`config.mk`:
```
export PLATFORM = sky130hd
export DESIGN_NAME = gearbox_stim_gen
export DESIGN_NICKNAME = d
export VERILOG_FILES = /design/src/rtl/gearbox_stim_pkg.sv /design/src/rtl/gearbox_stim_gen_lfsr.sv /design/src/rtl/gearbox_stim_gen.sv
export SDC_FILE = /design/constraint.sdc
export NUM_CORES = 1
export LEC_CHECK = 0
export ABC_AREA = 1
export ABC_CLOCK_PERIOD_IN_PS = 3600
export CAP_MARGIN = 20
export CORE_AREA = 2 2 123 113
export DETAILED_ROUTE_END_ITERATION = 16
export DIE_AREA = 0 0 125 115
export GPL_TIMING_DRIVEN = 0
export PLACE_DENSITY = 0.8
export SLEW_MARGIN = 5
export SYNTH_ARGS = -nofsm -noshare
export SYNTH_HDL_FRONTEND = slang
export SYNTH_HIERARCHICAL = 1
export SYNTH_SLANG_ARGS = --single-unit
```
`constraint.sdc`:
```
create_clock -name clk_200m -period 3.6 [get_ports clk_200m]
set_input_delay 0.36 -clock clk_200m [delete_from_list [all_inputs] [get_ports clk_200m]]
set_output_delay 0.36 -clock clk_200m [all_outputs]
set_load 0.01 [all_outputs]
```
`src/rtl/gearbox_stim_pkg.sv`:
```
// Shared definitions for the gearbox stimulus generator: mode encodings,
// FSM state type and LFSR constants. The PRBS feature is enabled by
// defining GEARBOX_STIM_PRBS_EN.
package gearbox_stim_pkg;

    localparam logic [1:0] MODE_INCR  = 2'd0;
    localparam logic [1:0] MODE_PRBS  = 2'd1;
    localparam logic [1:0] MODE_CONST = 2'd2;

    typedef enum logic [1:0] {
        ST_IDLE = 2'd0,
        ST_ON   = 2'd1,
        ST_OFF  = 2'd2
    } state_e;

    localparam int               LFSR_LEN      = 31;
    localparam int               LFSR_TAP      = 28;
    localparam logic [LFSR_LEN-1:0] LFSR_ZERO_SUB = 31'h7FFF_FFFF;

    // Collapses the raw mode input to the three behaviours the datapath knows.
    // Code 3, and PRBS when the LFSR is not built, both fall back to INCR.
    function automatic logic [1:0] eff_mode(input logic [1:0] m, input logic prbs_en);
        logic [1:0] r;
        r = MODE_INCR;
        if (m == MODE_CONST)
            r = MODE_CONST;
        else if (m == MODE_PRBS && prbs_en)
            r = MODE_PRBS;
        return r;
    endfunction

endpackage

```
`src/rtl/gearbox_stim_gen_lfsr.sv`:
```
// Parallel PRBS31 (x^31 + x^28 + 1) word generator. Each load or advance
// steps the LFSR DATA_W times; the first bit produced lands in the word MSB.
// o_word is the word generated from the seed (during load) or from the
// current state, so the parent registers it on the same edge.
// Built only when GEARBOX_STIM_PRBS_EN is defined.
module gearbox_stim_lfsr
    import gearbox_stim_pkg::*;
#(
    parameter int DATA_W = 24
) (
    input  logic              clk_200m,
    input  logic              reset,
    input  logic              i_load,
    input  logic              i_advance,
    input  logic [DATA_W-1:0] i_seed,
    output logic [DATA_W-1:0] o_word
);

    logic [LFSR_LEN-1:0] r_state;
    logic [LFSR_LEN-1:0] w_seed31;
    logic [LFSR_LEN-1:0] w_src;
    logic [LFSR_LEN-1:0] w_nxt;
    logic [DATA_W-1:0]   w_word;

    generate
        if (DATA_W >= LFSR_LEN) begin : g_trunc
            assign w_seed31 = i_seed[LFSR_LEN-1:0];
        end else begin : g_ext
            assign w_seed31 = {{(LFSR_LEN-DATA_W){1'b0}}, i_seed};
        end
    endgenerate

    // Unroll DATA_W Fibonacci steps from either the fresh seed or the held state.
    always_comb begin
        w_src  = i_load ? ((w_seed31 == '0) ? LFSR_ZERO_SUB : w_seed31) : r_state;
        w_nxt  = w_src;
        w_word = '0;
        for (int i = 0; i < DATA_W; i++) begin
            w_word[DATA_W-1-i] = w_nxt[LFSR_LEN-1] ^ w_nxt[LFSR_TAP-1];
            w_nxt              = {w_nxt[LFSR_LEN-2:0], w_word[DATA_W-1-i]};
        end
    end

    // LFSR state moves only when a word is consumed.
    always_ff @(posedge clk_200m or posedge reset) begin
        if (reset)
            r_state <= '0;
        else if (i_load || i_advance)
            r_state <= w_nxt;
    end

    assign o_word = w_word;

endmodule

```
`src/rtl/gearbox_stim_gen.sv`:
```
// Framed multi-channel stimulus source on a valid/ready stream.
// Data patterns: INCR (per-channel add, no inter-channel carry), CONST, and
// PRBS31 when GEARBOX_STIM_PRBS_EN is defined (otherwise PRBS acts as INCR).
// A programmable on/off duty pattern gaps the stream; data_last marks the
// final beat and done pulses once after it transfers.
//
//   state   | meaning
//   --------+---------------------------------------------------------
//   ST_IDLE | waiting for start with non-zero frame_len
//   ST_ON   | presenting beats, valid high, transfer on data_ready
//   ST_OFF  | burst gap, valid low for off_len cycles
module gearbox_stim_gen
    import gearbox_stim_pkg::*;
#(
    parameter  int CH_NUM = 3,
    parameter  int CH_W   = 8,
    parameter  int LEN_W  = 16,
    parameter  int GAP_W  = 8,
    localparam int DATA_W = CH_NUM * CH_W
) (
    input  logic              clk_200m,
    input  logic              reset,
    input  logic              start,
    input  logic [LEN_W-1:0]  frame_len,
    input  logic [GAP_W-1:0]  on_len,
    input  logic [GAP_W-1:0]  off_len,
    input  logic [1:0]        mode,
    input  logic [DATA_W-1:0] seed,
    input  logic [CH_W-1:0]   step,
    output logic              data_valid,
    input  logic              data_ready,
    output logic [DATA_W-1:0] data,
    output logic              data_last,
    output logic              busy,
    output logic              done
);

`ifdef GEARBOX_STIM_PRBS_EN
    localparam logic PRBS_EN = 1'b1;
`else
    localparam logic PRBS_EN = 1'b0;
`endif

    state_e            r_state, w_state_nxt;
    logic [LEN_W-1:0]  r_frame_len, w_frame_len_nxt;
    logic [GAP_W-1:0]  r_on_len, w_on_len_nxt;
    logic [GAP_W-1:0]  r_off_len, w_off_len_nxt;
    logic [1:0]        r_mode, w_mode_nxt;
    logic [CH_W-1:0]   r_step, w_step_nxt;
    logic [LEN_W-1:0]  r_beat_cnt, w_beat_cnt_nxt;
    logic [GAP_W-1:0]  r_on_cnt, w_on_cnt_nxt;
    logic [GAP_W-1:0]  r_off_cnt, w_off_cnt_nxt;
    logic [DATA_W-1:0] r_data, w_data_nxt;
    logic              r_valid, w_valid_nxt;
    logic              r_last, w_last_nxt;
    logic              r_busy, w_busy_nxt;
    logic              r_done, w_done_nxt;

    logic              w_accept;
    logic              w_xfer;
    logic              w_last_beat;
    logic [DATA_W-1:0] w_incr_word;
    logic [DATA_W-1:0] w_next_word;
    logic [DATA_W-1:0] w_first_word;

    assign w_accept    = (r_state == ST_IDLE) && start && (frame_len != '0);
    assign w_xfer      = (r_state == ST_ON) && r_valid && data_ready;
    assign w_last_beat = (r_beat_cnt == r_frame_len - LEN_W'(1));

`ifdef GEARBOX_STIM_PRBS_EN
    logic              w_lfsr_load;
    logic              w_lfsr_adv;
    logic [DATA_W-1:0] w_lfsr_word;

    assign w_lfsr_load = w_accept;
    assign w_lfsr_adv  = w_xfer && !w_last_beat && (r_mode == MODE_PRBS);

    gearbox_stim_lfsr #(
        .DATA_W (DATA_W)
    ) u_lfsr (
        .clk_200m  (clk_200m),
        .reset     (reset),
        .i_load    (w_lfsr_load),
        .i_advance (w_lfsr_adv),
        .i_seed    (seed),
        .o_word    (w_lfsr_word)
    );
`endif

    // Per-channel increment; each lane wraps on its own.
    always_comb begin
        w_incr_word = '0;
        for (int c = 0; c < CH_NUM; c++)
            w_incr_word[c*CH_W +: CH_W] = r_data[c*CH_W +: CH_W] + r_step;
    end

    // Select the word that follows the current one, and the first word of a frame.
    always_comb begin
        w_next_word  = w_incr_word;
        w_first_word = seed;
        if (r_mode == MODE_CONST)
            w_next_word = r_data;
`ifdef GEARBOX_STIM_PRBS_EN
        else if (r_mode == MODE_PRBS)
            w_next_word = w_lfsr_word;
        if (eff_mode(mode, PRBS_EN) == MODE_PRBS)
            w_first_word = w_lfsr_word;
`endif
    end

    // Next-state and next-output decode.
    always_comb begin
        w_state_nxt     = r_state;
        w_frame_len_nxt = r_frame_len;
        w_on_len_nxt    = r_on_len;
        w_off_len_nxt   = r_off_len;
        w_mode_nxt      = r_mode;
        w_step_nxt      = r_step;
        w_beat_cnt_nxt  = r_beat_cnt;
        w_on_cnt_nxt    = r_on_cnt;
        w_off_cnt_nxt   = r_off_cnt;
        w_data_nxt      = r_data;
        w_valid_nxt     = r_valid;
        w_last_nxt      = r_last;
        w_busy_nxt      = r_busy;
        w_done_nxt      = 1'b0;

        case (r_state)
            ST_IDLE: begin
                w_valid_nxt = 1'b0;
                w_last_nxt  = 1'b0;
                w_busy_nxt  = 1'b0;
                if (w_accept) begin
                    w_frame_len_nxt = frame_len;
                    w_on_len_nxt    = (on_len == '0) ? GAP_W'(1) : on_len;
                    w_off_len_nxt   = off_len;
                    w_mode_nxt      = eff_mode(mode, PRBS_EN);
                    w_step_nxt      = step;
                    w_beat_cnt_nxt  = '0;
                    w_on_cnt_nxt    = '0;
                    w_off_cnt_nxt   = '0;
                    w_data_nxt      = w_first_word;
                    w_valid_nxt     = 1'b1;
                    w_last_nxt      = (frame_len == LEN_W'(1));
                    w_busy_nxt      = 1'b1;
                    w_state_nxt     = ST_ON;
                end
            end
            ST_ON: begin
                if (w_xfer) begin
                    w_beat_cnt_nxt = r_beat_cnt + LEN_W'(1);
                    w_on_cnt_nxt   = r_on_cnt + GAP_W'(1);
                    if (w_last_beat) begin
                        w_valid_nxt  = 1'b0;
                        w_last_nxt   = 1'b0;
                        w_busy_nxt   = 1'b0;
                        w_done_nxt   = 1'b1;
                        w_on_cnt_nxt = '0;
                        w_state_nxt  = ST_IDLE;
                    end else begin
                        w_data_nxt = w_next_word;
                        w_last_nxt = (r_beat_cnt + LEN_W'(2) == r_frame_len);
                        if ((r_on_cnt + GAP_W'(1) == r_on_len) && (r_off_len != '0)) begin
                            w_valid_nxt   = 1'b0;
                            w_last_nxt    = 1'b0;
                            w_on_cnt_nxt  = '0;
                            w_off_cnt_nxt = r_off_len;
                            w_state_nxt   = ST_OFF;
                        end
                    end
                end
            end
            ST_OFF: begin
                w_off_cnt_nxt = r_off_cnt - GAP_W'(1);
                if (r_off_cnt == GAP_W'(1)) begin
                    w_valid_nxt = 1'b1;
                    w_last_nxt  = w_last_beat;
                    w_state_nxt = ST_ON;
                end
            end
            default: begin
                w_state_nxt = ST_IDLE;
            end
        endcase
    end

    // State register.
    always_ff @(posedge clk_200m or posedge reset) begin
        if (reset)
            r_state <= ST_IDLE;
        else
            r_state <= w_state_nxt;
    end

    // Latched configuration, counters and registered outputs.
    always_ff @(posedge clk_200m or posedge reset) begin
        if (reset) begin
            r_frame_len <= '0;
            r_on_len    <= '0;
            r_off_len   <= '0;
            r_mode      <= MODE_INCR;
            r_step      <= '0;
            r_beat_cnt  <= '0;
            r_on_cnt    <= '0;
            r_off_cnt   <= '0;
            r_data      <= '0;
            r_valid     <= 1'b0;
            r_last      <= 1'b0;
            r_busy      <= 1'b0;
            r_done      <= 1'b0;
        end else begin
            r_frame_len <= w_frame_len_nxt;
            r_on_len    <= w_on_len_nxt;
            r_off_len   <= w_off_len_nxt;
            r_mode      <= w_mode_nxt;
            r_step      <= w_step_nxt;
            r_beat_cnt  <= w_beat_cnt_nxt;
            r_on_cnt    <= w_on_cnt_nxt;
            r_off_cnt   <= w_off_cnt_nxt;
            r_data      <= w_data_nxt;
            r_valid     <= w_valid_nxt;
            r_last      <= w_last_nxt;
            r_busy      <= w_busy_nxt;
            r_done      <= w_done_nxt;
        end
    end

    assign data_valid = r_valid;
    assign data       = r_data;
    assign data_last  = r_last;
    assign busy       = r_busy;
    assign done       = r_done;

endmodule
```
==> results of run 1 <==
==> power groups by stage <==
stage	Clock, mW	Combinational [mW]	Sequential, mW
floorplan	0	2.95	1.97
global route	1.16	4.84	2.13
detailed placement	0	4.20	2.07
CTS	1.12	4.25	2.06
global placement	0	4.09	2.06
finish	1.11	4.29	2.08
==> cell families (layout without fill, tap and decap cells) <==
family | Yosys count | in the layout | share of synthesized area (%)
AOI/OAI and AO/OA | 131 | 131 | 9.91
xor gates and xnor gates | 47 | 47 | 5.71
adders and majority gates | 34 | 34 | 6.21
buffers and inverters | 140 | 254 | 7.86
DFF | 103 | 103 | 35.8
and+or+nand+nor | 597 | 597 | 34.5
==> layout by cell type (no fill, tap or decap), types with 2 or more instances in the layout <==
master and count:
sky130_fd_sc_hd__nor2_4 3, sky130_fd_sc_hd__or2_2 2, sky130_fd_sc_hd__o21a_1 2, sky130_fd_sc_hd__clkbuf_16 9, sky130_fd_sc_hd__buf_4 2, sky130_fd_sc_hd__inv_1 109
sky130_fd_sc_hd__a22oi_1 3, sky130_fd_sc_hd__o31ai_1 6, sky130_fd_sc_hd__bufinv_16 2, sky130_fd_sc_hd__nand2_1 375, sky130_fd_sc_hd__fa_1 3, sky130_fd_sc_hd__ha_1 31
sky130_fd_sc_hd__buf_2 3, sky130_fd_sc_hd__xor2_1 28, sky130_fd_sc_hd__nor2_2 2, sky130_fd_sc_hd__clkdlybuf4s50_1 97, sky130_fd_sc_hd__o211ai_1 2, sky130_fd_sc_hd__a21oi_1 26
sky130_fd_sc_hd__dfrtp_1 103, sky130_fd_sc_hd__nor2_1 94, sky130_fd_sc_hd__inv_6 2, sky130_fd_sc_hd__buf_6 4, sky130_fd_sc_hd__clkbuf_1 13, sky130_fd_sc_hd__nand3b_1 7
sky130_fd_sc_hd__nand2_2 2, sky130_fd_sc_hd__o21ai_1 9, sky130_fd_sc_hd__clkinv_1 2, sky130_fd_sc_hd__a21o_1 3, sky130_fd_sc_hd__xnor2_1 19, sky130_fd_sc_hd__nand3_2 2
sky130_fd_sc_hd__o22ai_1 7, sky130_fd_sc_hd__and3_1 2, sky130_fd_sc_hd__o21ai_0 70, sky130_fd_sc_hd__nor4_1 3, sky130_fd_sc_hd__nor3_1 8, sky130_fd_sc_hd__nand4_1 18
sky130_fd_sc_hd__nand3_1 78, sky130_fd_sc_hd__buf_1 5
==> state kept, by name, summed over array words and instances (netlist names) <==
register,cells
r_mode,1
r_step,8
r_beat_cnt,16
busy,1
r_off_len,8
data_valid,1
r_frame_len,16
r_off_cnt,8
r_state,2
done,1
r_on_cnt,8
data_last,1
data,24
r_on_len,8
==> path summary, 6_finish.rpt <==
kind                                endpoint   startpoint  depth (start not counted)
worst min-delay path             r_on_cnt[5]        reset                          2
min in group clk_200m              data_last    data_last                          2
worst max-delay path             r_on_cnt[0]  r_on_cnt[0]                         12
worst max register to register   r_on_cnt[0]  r_on_cnt[0]                         12
worst min register to register     data_last    data_last                          2
max in group asynchronous       r_off_cnt[7]        reset                          3
==> per-layer routing <==
metal | track usage, % | wire length [um] | vias up
met3 | 7.63 | 1850 | 40
met5 | 0 | 0 | -
li1 | - | - | 3599
met1 | 42.1 | 9570 | 3355
met4 | 9.48 | 567 | 0
met2 | 47.9 | 9470 | 302
==> worst max-delay path: stages, from the launching register on <==
cell	delay, ps
sky130_fd_sc_hd__dfrtp_1	460
sky130_fd_sc_hd__ha_1	310
sky130_fd_sc_hd__inv_1	80
sky130_fd_sc_hd__o21ai_0	220
sky130_fd_sc_hd__nand2_1	110
sky130_fd_sc_hd__nand2_1	70
sky130_fd_sc_hd__nand3_1	60
sky130_fd_sc_hd__nor2_1	130
sky130_fd_sc_hd__nand4_1	280
sky130_fd_sc_hd__nand2_1	210
sky130_fd_sc_hd__inv_1	80
sky130_fd_sc_hd__nand3_1	350
sky130_fd_sc_hd__o21ai_0	160
==> final cells by class <==
type                            instances  share of cell area (%)
Clock buffer                            9                    2.58
Timing Repair Buffer                   98                    11.4
Inverter                              113                    4.88
Tap cell                              168                    2.40
Multi-Input combinational cell        809                    46.5
Buffer                                 27                    1.63
Sequential cell                       103                    29.5
Clock inverter                          7                    1.16
==> stage by stage <==
stage	instance area (um2)	cells	total power, mW	setup WS (ps)	hold WS (ps)
floorplan	7210	1052	4.92	536	450
global placement	8390	1317	6.16	-1090	467
detailed placement	8420	1318	6.27	682	481
CTS	8750	1334	7.43	1000	398
global route	8750	1334	8.13	730	428
finish	8750	1334	7.47	935	377
==> flow_results.org, run 1 <==
** Placement
- GP Congestion :: 0.959
- Total of buffers placed on input and output ports :: 97
- Placed wire-length estimate after detailed placement :: 16,300 um

** Clock network
- Sink Count :: 103
- At the later pin of the worst-skew pair, clock insertion delay measures 360 ps.
- The number of gates resized after CTS was 0.
- The root buffer cell chosen for the clock tree is sky130_fd_sc_hd__clkbuf_16.
- In this run, post-CTS hold repair placed 0 buffers.
- Number of buffers created by CTS :: 9
- Post-CTS setup buffer count :: 0
- Clock-pin slew was measured on the worst setup and hold paths at 80 ps.
- Clock tree from TritonCTS :: built
- Max H-tree Level :: 3
- Counting along the longest clock path gives a buffer depth of 2.

** Global route
- The via count of the first global-routing pass came to 6,837.
- After global routing the overflow that remains totals 0.
- Global-route wire length before repair :: 34,500 um
- The initial antenna violation count was 0.
- Entering global routing, the biggest net connects 69 pins.
- Global-route total usage across every layer :: 30.5%

** Pwr
- Of the total power, the share spent switching nets is 48.5%.
- In this run, the clock network consumes 14.8% of the power.
- Power per Cell Area :: 854 nW/um2
- Maximum VDD drop :: 0.460 mV
- Pint :: 3.85 mW
- Static leakage :: 4.29 nW
- Sequential cells account for 27.8% of the total power.
- In this run the power spent charging and discharging nets is 3.62 mW.
- Combinational logic burns 57.4% of the power.

** Synth
- Number of enable-type register cells in the synthesized netlist :: 0
- Cell type with the highest aggregate area in the netlist :: sky130_fd_sc_hd__dfrtp_1
- Sorting the synthesized cells by area gives the leading types as sky130_fd_sc_hd__dfrtp_1 36%, sky130_fd_sc_hd__nand2_1 20%, sky130_fd_sc_hd__inv_1 5.7%.
- Synth Net Count :: 1,156
- Most common cell in the synthesized netlist :: sky130_fd_sc_hd__nand2_1
- Post-Synthesis Cells :: 1,052
- Most used flip-flop cell after synthesis :: sky130_fd_sc_hd__dfrtp_1
- The share of synthesized area in the top cell type comes to 35.8%.
- In this run, synthesis produced a sequential element count of 103.
- Most instantiated cells after synthesis :: 375 x sky130_fd_sc_hd__nand2_1, 110 x sky130_fd_sc_hd__inv_1, 103 x sky130_fd_sc_hd__dfrtp_1, 94 x sky130_fd_sc_hd__nor2_1, 78 x sky130_fd_sc_hd__nand3_1
- Warning count from the yosys run :: 6
- Each instance of the synthesized netlist takes up on average 6.85 um2.
- Sequential cell area fraction in the yosys report :: 35.8%
- The mapped netlist covers 7210 um2.
- Number of distinct library cells after synthesis :: 39
- Post-synth ARST share :: 100%

** Worst setup path
- The setup path with the least slack is of type register to register.
- STA puts the critical path data required time at 3830 ps.
- STA classifies the critical path endpoint as a register.
- The worst register-to-register path has a setup slack of 930 ps.
- Largest fanout of any net on the critical path :: 8
- Data arrival time of the critical path :: 2890 ps
- Kind of start point of the critical path :: register

** Timing
- Max Fclk :: 375 MHz
- For the pin with the worst max-slew slack, the measured transition is 780 ps.
- Number of failing hold endpoints at the final stage :: 0
- Setup Skew :: 12.0 ps
- Ratio of final minimum period to clock period :: 74.0%
- Setup violations remaining at the end of the flow were counted as 0.
- Adding up every negative setup slack in the final design gives 0 ps.
- Setup repair after global routing left no endpoint under its margin.
- Max-slew headroom :: 48.0%
- Minimum period implied by the final worst setup slack :: 2670 ps
- The max-slew violation count came to 0.

** Worst hold path
- The worst hold path belongs to the class input pin to asynchronous set/reset pin.

** Floorplan
- The die is 115 um tall.
- Width of the die :: 125 um
- After floorplanning, the core was sized to cover 13,100 um2.
- Total die area :: 14,400 um2
- In this run the count of I/O pins placed on the die edge is 98.
- Initial core utilization :: 55.0%
- Row generation in the floorplan step produced 40 rows.

** Outcome
- The run finished with clean final reports.

** Route
- Post-detailed-route wirelength per cell :: 16.1 um
- TritonRoute pass-1 iters :: 5
- Number of antenna-violating nets in the routed design :: 0
- In the routed design, unresolved DRC markers number 0.
- The detailed router finished its first iteration with 605 violations.
- Via density :: 5.47
- Total wirelength of the detailed-routed design :: 21,500 um
- Detailed routing inserted a total of 7,296 vias.

** Cells and area
- Cells with a size suffix above 1 make up 3.43% of the layout.
- Relative to the synthesized area, the layout overhead comes to 21.3%.
- Area of the multi-input gates :: 4060 um2
- Area used by sequential logic in the layout :: 2580 um2
- The final layout contains 1,265 nets.
- Number of fillers in the final layout :: 1,225
- Core Util, Final :: 66.7%
- ANT cells :: 0

** Flow run
- Total of max-cap violations :: 0
Note: power is estimated with default switching activity, not from simulation.
==> run 2: changes to the inputs <==
--- a/config.mk
+++ b/config.mk
@@ -6,13 +6,13 @@
 export NUM_CORES = 1
 export LEC_CHECK = 0
 export ABC_AREA = 1
-export ABC_CLOCK_PERIOD_IN_PS = 3600
+export ABC_CLOCK_PERIOD_IN_PS = 2340
 export CAP_MARGIN = 20
-export CORE_AREA = 2 2 123 113
+export CORE_AREA = 2 2 129 118
 export DETAILED_ROUTE_END_ITERATION = 16
-export DIE_AREA = 0 0 125 115
+export DIE_AREA = 0 0 131 120
 export GPL_TIMING_DRIVEN = 0
-export PLACE_DENSITY = 0.8
+export PLACE_DENSITY = 0.77
 export SLEW_MARGIN = 5
 export SYNTH_ARGS = -nofsm -noshare
 export SYNTH_HDL_FRONTEND = slang
==> constraint.sdc (replaced) <==
create_clock -name clk_200m -period 2.34 [get_ports clk_200m]
set_input_delay 0.234 -clock clk_200m [delete_from_list [all_inputs] [get_ports clk_200m]]
set_output_delay 0.234 -clock clk_200m [all_outputs]
set_load 0.01 [all_outputs]
==> run 2 against run 1 <==
Net effect:
- global-route usage fell by 1.6 points
- via count is 2.3% higher
- largest cell class unchanged
- largest power group unchanged
- critical endpoint is now data[18]
- non-clock buffer count up 23
- critical path type unchanged
==> flow_results.org, run 2 (same netlist as run 1, synthesis figures left out) <==
** Outcome
- Run status :: complete, no violations (unchanged)

** Clock network
- The maximum clock insertion buffer count is 2 (unchanged).
- Number of buffers created by CTS :: 9 (unchanged)
- The TritonCTS clock tree was built (unchanged).
- Max H-tree Level :: 3 (unchanged)
- Hold Buf Count CTS :: 0 (unchanged)
- The cell chosen for the clock root is sky130_fd_sc_hd__clkbuf_16 (unchanged).
- The clock latency of the later-clocked register in the worst-skew pair came to 360 ps (about the same).
- Clk pin slew, worst setup/hold paths :: 80 ps (about the same)
- Sink Count :: 103 (unchanged)

** Cells and area
- Most frequent cells in the layout :: 359 x sky130_fd_sc_hd__nand2_1, 106 x sky130_fd_sc_hd__inv_1, 97 x sky130_fd_sc_hd__dfrtp_1, 97 x sky130_fd_sc_hd__clkdlybuf4s50_1, 83 x sky130_fd_sc_hd__nor2_1 (was 375 x sky130_fd_sc_hd__nand2_1, 109 x sky130_fd_sc_hd__inv_1, 103 x sky130_fd_sc_hd__dfrtp_1, 97 x sky130_fd_sc_hd__clkdlybuf4s50_1, 94 x sky130_fd_sc_hd__nor2_1)
- The layout overhead on the synthesized area came to 28.3% (was 21.3%).
- ANT cells :: 0 (unchanged)
- Most common library cell in the layout ignoring fill and taps :: sky130_fd_sc_hd__nand2_1 (unchanged)
- The fraction of final layout cells with drive strength greater than 1 came to 10.2% (was 3.43%).
- The total non-filler cell area in the finished layout is 9250 um2 (was 8750 um2).
- Final net count :: 1,288 (was 1,265)
- The number of flip-flops in the largest register is 24 (unchanged).

** Global route
- The overall global routing resource usage was 28.9% (was 30.5%).
- The via count of the first global-routing pass was 6,912 (was 6,837).
- Largest net degree at the start of global routing :: 29 (was 69)
- The initial antenna violation count is 0 (unchanged).
- Global-route wire length before repair :: 35,200 um (was 34,500 um)
- The sum of overflow across all layers after global routing is 0 (unchanged).

** Timing
- RSZ-0062 raised after global routing :: true (was false)
- Minimum period implied by the final worst setup slack :: 2280 ps (was 2670 ps)
- The worst hold slack came to 271 ps (was 377 ps).
- The clock tree skew after final layout came to 8.01 ps (was 12.0 ps).
- The highest clock rate came to 438 MHz (was 375 MHz).
- Final number of max-transition violations :: 0 (unchanged)
- The final critical-path share of the clock period is 97.5% (was 74.0%).
- Setup violations, final :: 0 (unchanged)
- Max-slew headroom :: 50.0% (was 48.0%)
- The total count of hold-check failures in the final report was 0 (unchanged).
- Worst Tran Pin Value :: 750 ps (was 780 ps)

** Route
- Residual DRC :: 0 (unchanged)
- The post-route met1 wirelength is 9770 um (was 9570 um).
- Number of antenna-violating nets in the routed design :: 0 (unchanged)
- Met2 WL post-DR :: 10,200 um (was 9470 um)
- DR WL met3 :: 1640 um (was 1850 um)
- Starting DRT DRC Count :: 823 (was 605)
- Post-detailed-route wirelength per cell :: 16.0 um (was 16.1 um)
- Via density :: 5.38 (was 5.47)
- The first-pass iteration count of the detailed router was 6 (was 5).
- Top routing layer in use :: met4 (unchanged)
- Vias after detailed routing :: 7,465 (was 7,296)
- The total length of routed wires is 22,100 um (was 21,500 um).

** Placement
- The total half-perimeter wirelength after legalization and detailed placement came to 16,500 um (was 16,300 um).
- Total of buffers placed on input and output ports :: 97 (unchanged)
- The global placer's final weighted congestion was 0.965 (was 0.959).
- The placed cell area was 8490 um2 (was 8420 um2).

** Pwr
- Maximum VDD drop :: 0.751 mV (was 0.460 mV)
- The proportion of power drawn by the clock network came to 12.3% (was 14.8%).
- Logic gate share of total power :: 61.4% (was 57.4%)
- The internal power component came to 6.25 mW (was 3.85 mW).
- Power per Cell Area :: 1320 nW/um2 (was 854 nW/um2)
- The net switching power was 5.93 mW (was 3.62 mW).
- The sequential share of power came to 26.3% (was 27.8%).
- The static leakage is 4.47 nW (was 4.29 nW).
- The switching portion of total power is 48.7% (was 48.5%).

** Floorplan
- Row Count :: 42 (was 40)
- Area inside the core boundary :: 14,500 um2 (was 13,100 um2)
- The floorplan die area was 15,700 um2 (was 14,400 um2).
- Num ports :: 98 (unchanged)
- Initial core utilization :: 49.9% (was 55.0%)
- The overall die height is 120 um (was 115 um).
- The horizontal die dimension came to 131 um (was 125 um).

** Worst setup path
- Kind of start point of the critical path :: register (unchanged)
- Largest fanout of any net on the critical path :: 10 (was 8)
- The arrival time at the worst endpoint is 2530 ps (was 2890 ps).
- Startpoint of the lowest-slack register-to-register path :: r_frame_len[0] (was r_on_cnt[0])
- Critical Path End Type :: register (unchanged)
- Launch point of the worst path :: r_frame_len[0] (was r_on_cnt[0])
- The kind of critical path was register to register (unchanged).
- Worst endpoint required time :: 2590 ps (was 3830 ps)

** Worst hold path
- Path class of the lowest-slack min-delay path :: input pin to asynchronous set/reset pin (unchanged)

** Flow run
- Total of max-cap violations :: 0 (unchanged)
## run 2: metrics by stage
step / total power [mW] / setup TNS (ps) / utilization [%] / instances / worst slack, ps
final: 12.2 / 0 / 64.0 / 1387 / 58.7
after global routing: 13.2 / -677 / 64.0 / 1387 / -55.3
after CTS: 11.2 / 0 / 61.1 / 1368 / 2.47
after detailed placement: 9.61 / -28420 / 58.8 / 1350 / -564
after global placement: 9.48 / -50880 / 58.3 / 1347 / -556
after floorplan: 7.57 / 0 / - / 1052 / 314
## run 2: worst max-delay path: stages (launching register included)
cell,delay (ps)
sky130_fd_sc_hd__dfrtp_1,420
sky130_fd_sc_hd__inv_2,110
sky130_fd_sc_hd__ha_4,170
sky130_fd_sc_hd__nand2_4,60
sky130_fd_sc_hd__nor2_4,180
sky130_fd_sc_hd__nand2_1,90
sky130_fd_sc_hd__nand2_2,90
sky130_fd_sc_hd__nand3_1,70
sky130_fd_sc_hd__nor2_1,120
sky130_fd_sc_hd__nand2_1,90
sky130_fd_sc_hd__nor2_4,190
sky130_fd_sc_hd__nand2_4,90
sky130_fd_sc_hd__nand2_4,120
sky130_fd_sc_hd__nand2_8,90
sky130_fd_sc_hd__buf_8,160
sky130_fd_sc_hd__nand2_1,60
sky130_fd_sc_hd__nand2_1,50
## run 2: layout make-up
cell class / instances / area (um2)
Tap cell: 198 / 248
Sequential cell: 103 / 2580
Timing Repair Buffer: 121 / 1240
Clock inverter: 7 / 57.6
Fill cell: 1307 / 5200
Buffer: 27 / 166
Clock buffer: 9 / 225
Inverter: 113 / 429
Multi-Input combinational cell: 809 / 4300
## run 2: power groups by stage
stage	combinational, mW	clock (mW)	sequential [mW]
after global placement	6.31	0	3.17
after floorplan	4.54	0	3.03
final	7.48	1.50	3.20
after CTS	6.55	1.50	3.15
after detailed placement	6.45	0	3.17
after global routing	8.31	1.57	3.27
## run 2: what timing repair did
| action | CTS | global route |
|---|---|---|
| endpoints found under the hold margin | 0 | 0 |
| resized for setup | 12 | 76 |
| buffers inserted | 2 | 17 |
| cloned | 0 | 2 |
| endpoints found under the setup margin | 47 | 56 |
| pin swaps | 3 | 12 |
## run 2: per-layer routing
metal	vias up	global-route usage, %
met2	290	45.2
met4	0	6.78
met1	3504	41.3
met3	38	5.88
li1	3633	-
met5	-	0
## run 2: worst paths after layout
path / to / slack [ps] / cells after the start
worst min-delay path: data[4] / 270 / 2
worst min register to register: data_last / 500 / 2
max in group asynchronous: r_beat_cnt[1] / 1100 / 5
min in group clk_200m: r_off_len[6] / 400 / 3
worst max register to register: data[18] / 60 / 16
worst max-delay path: data[18] / 60 / 16
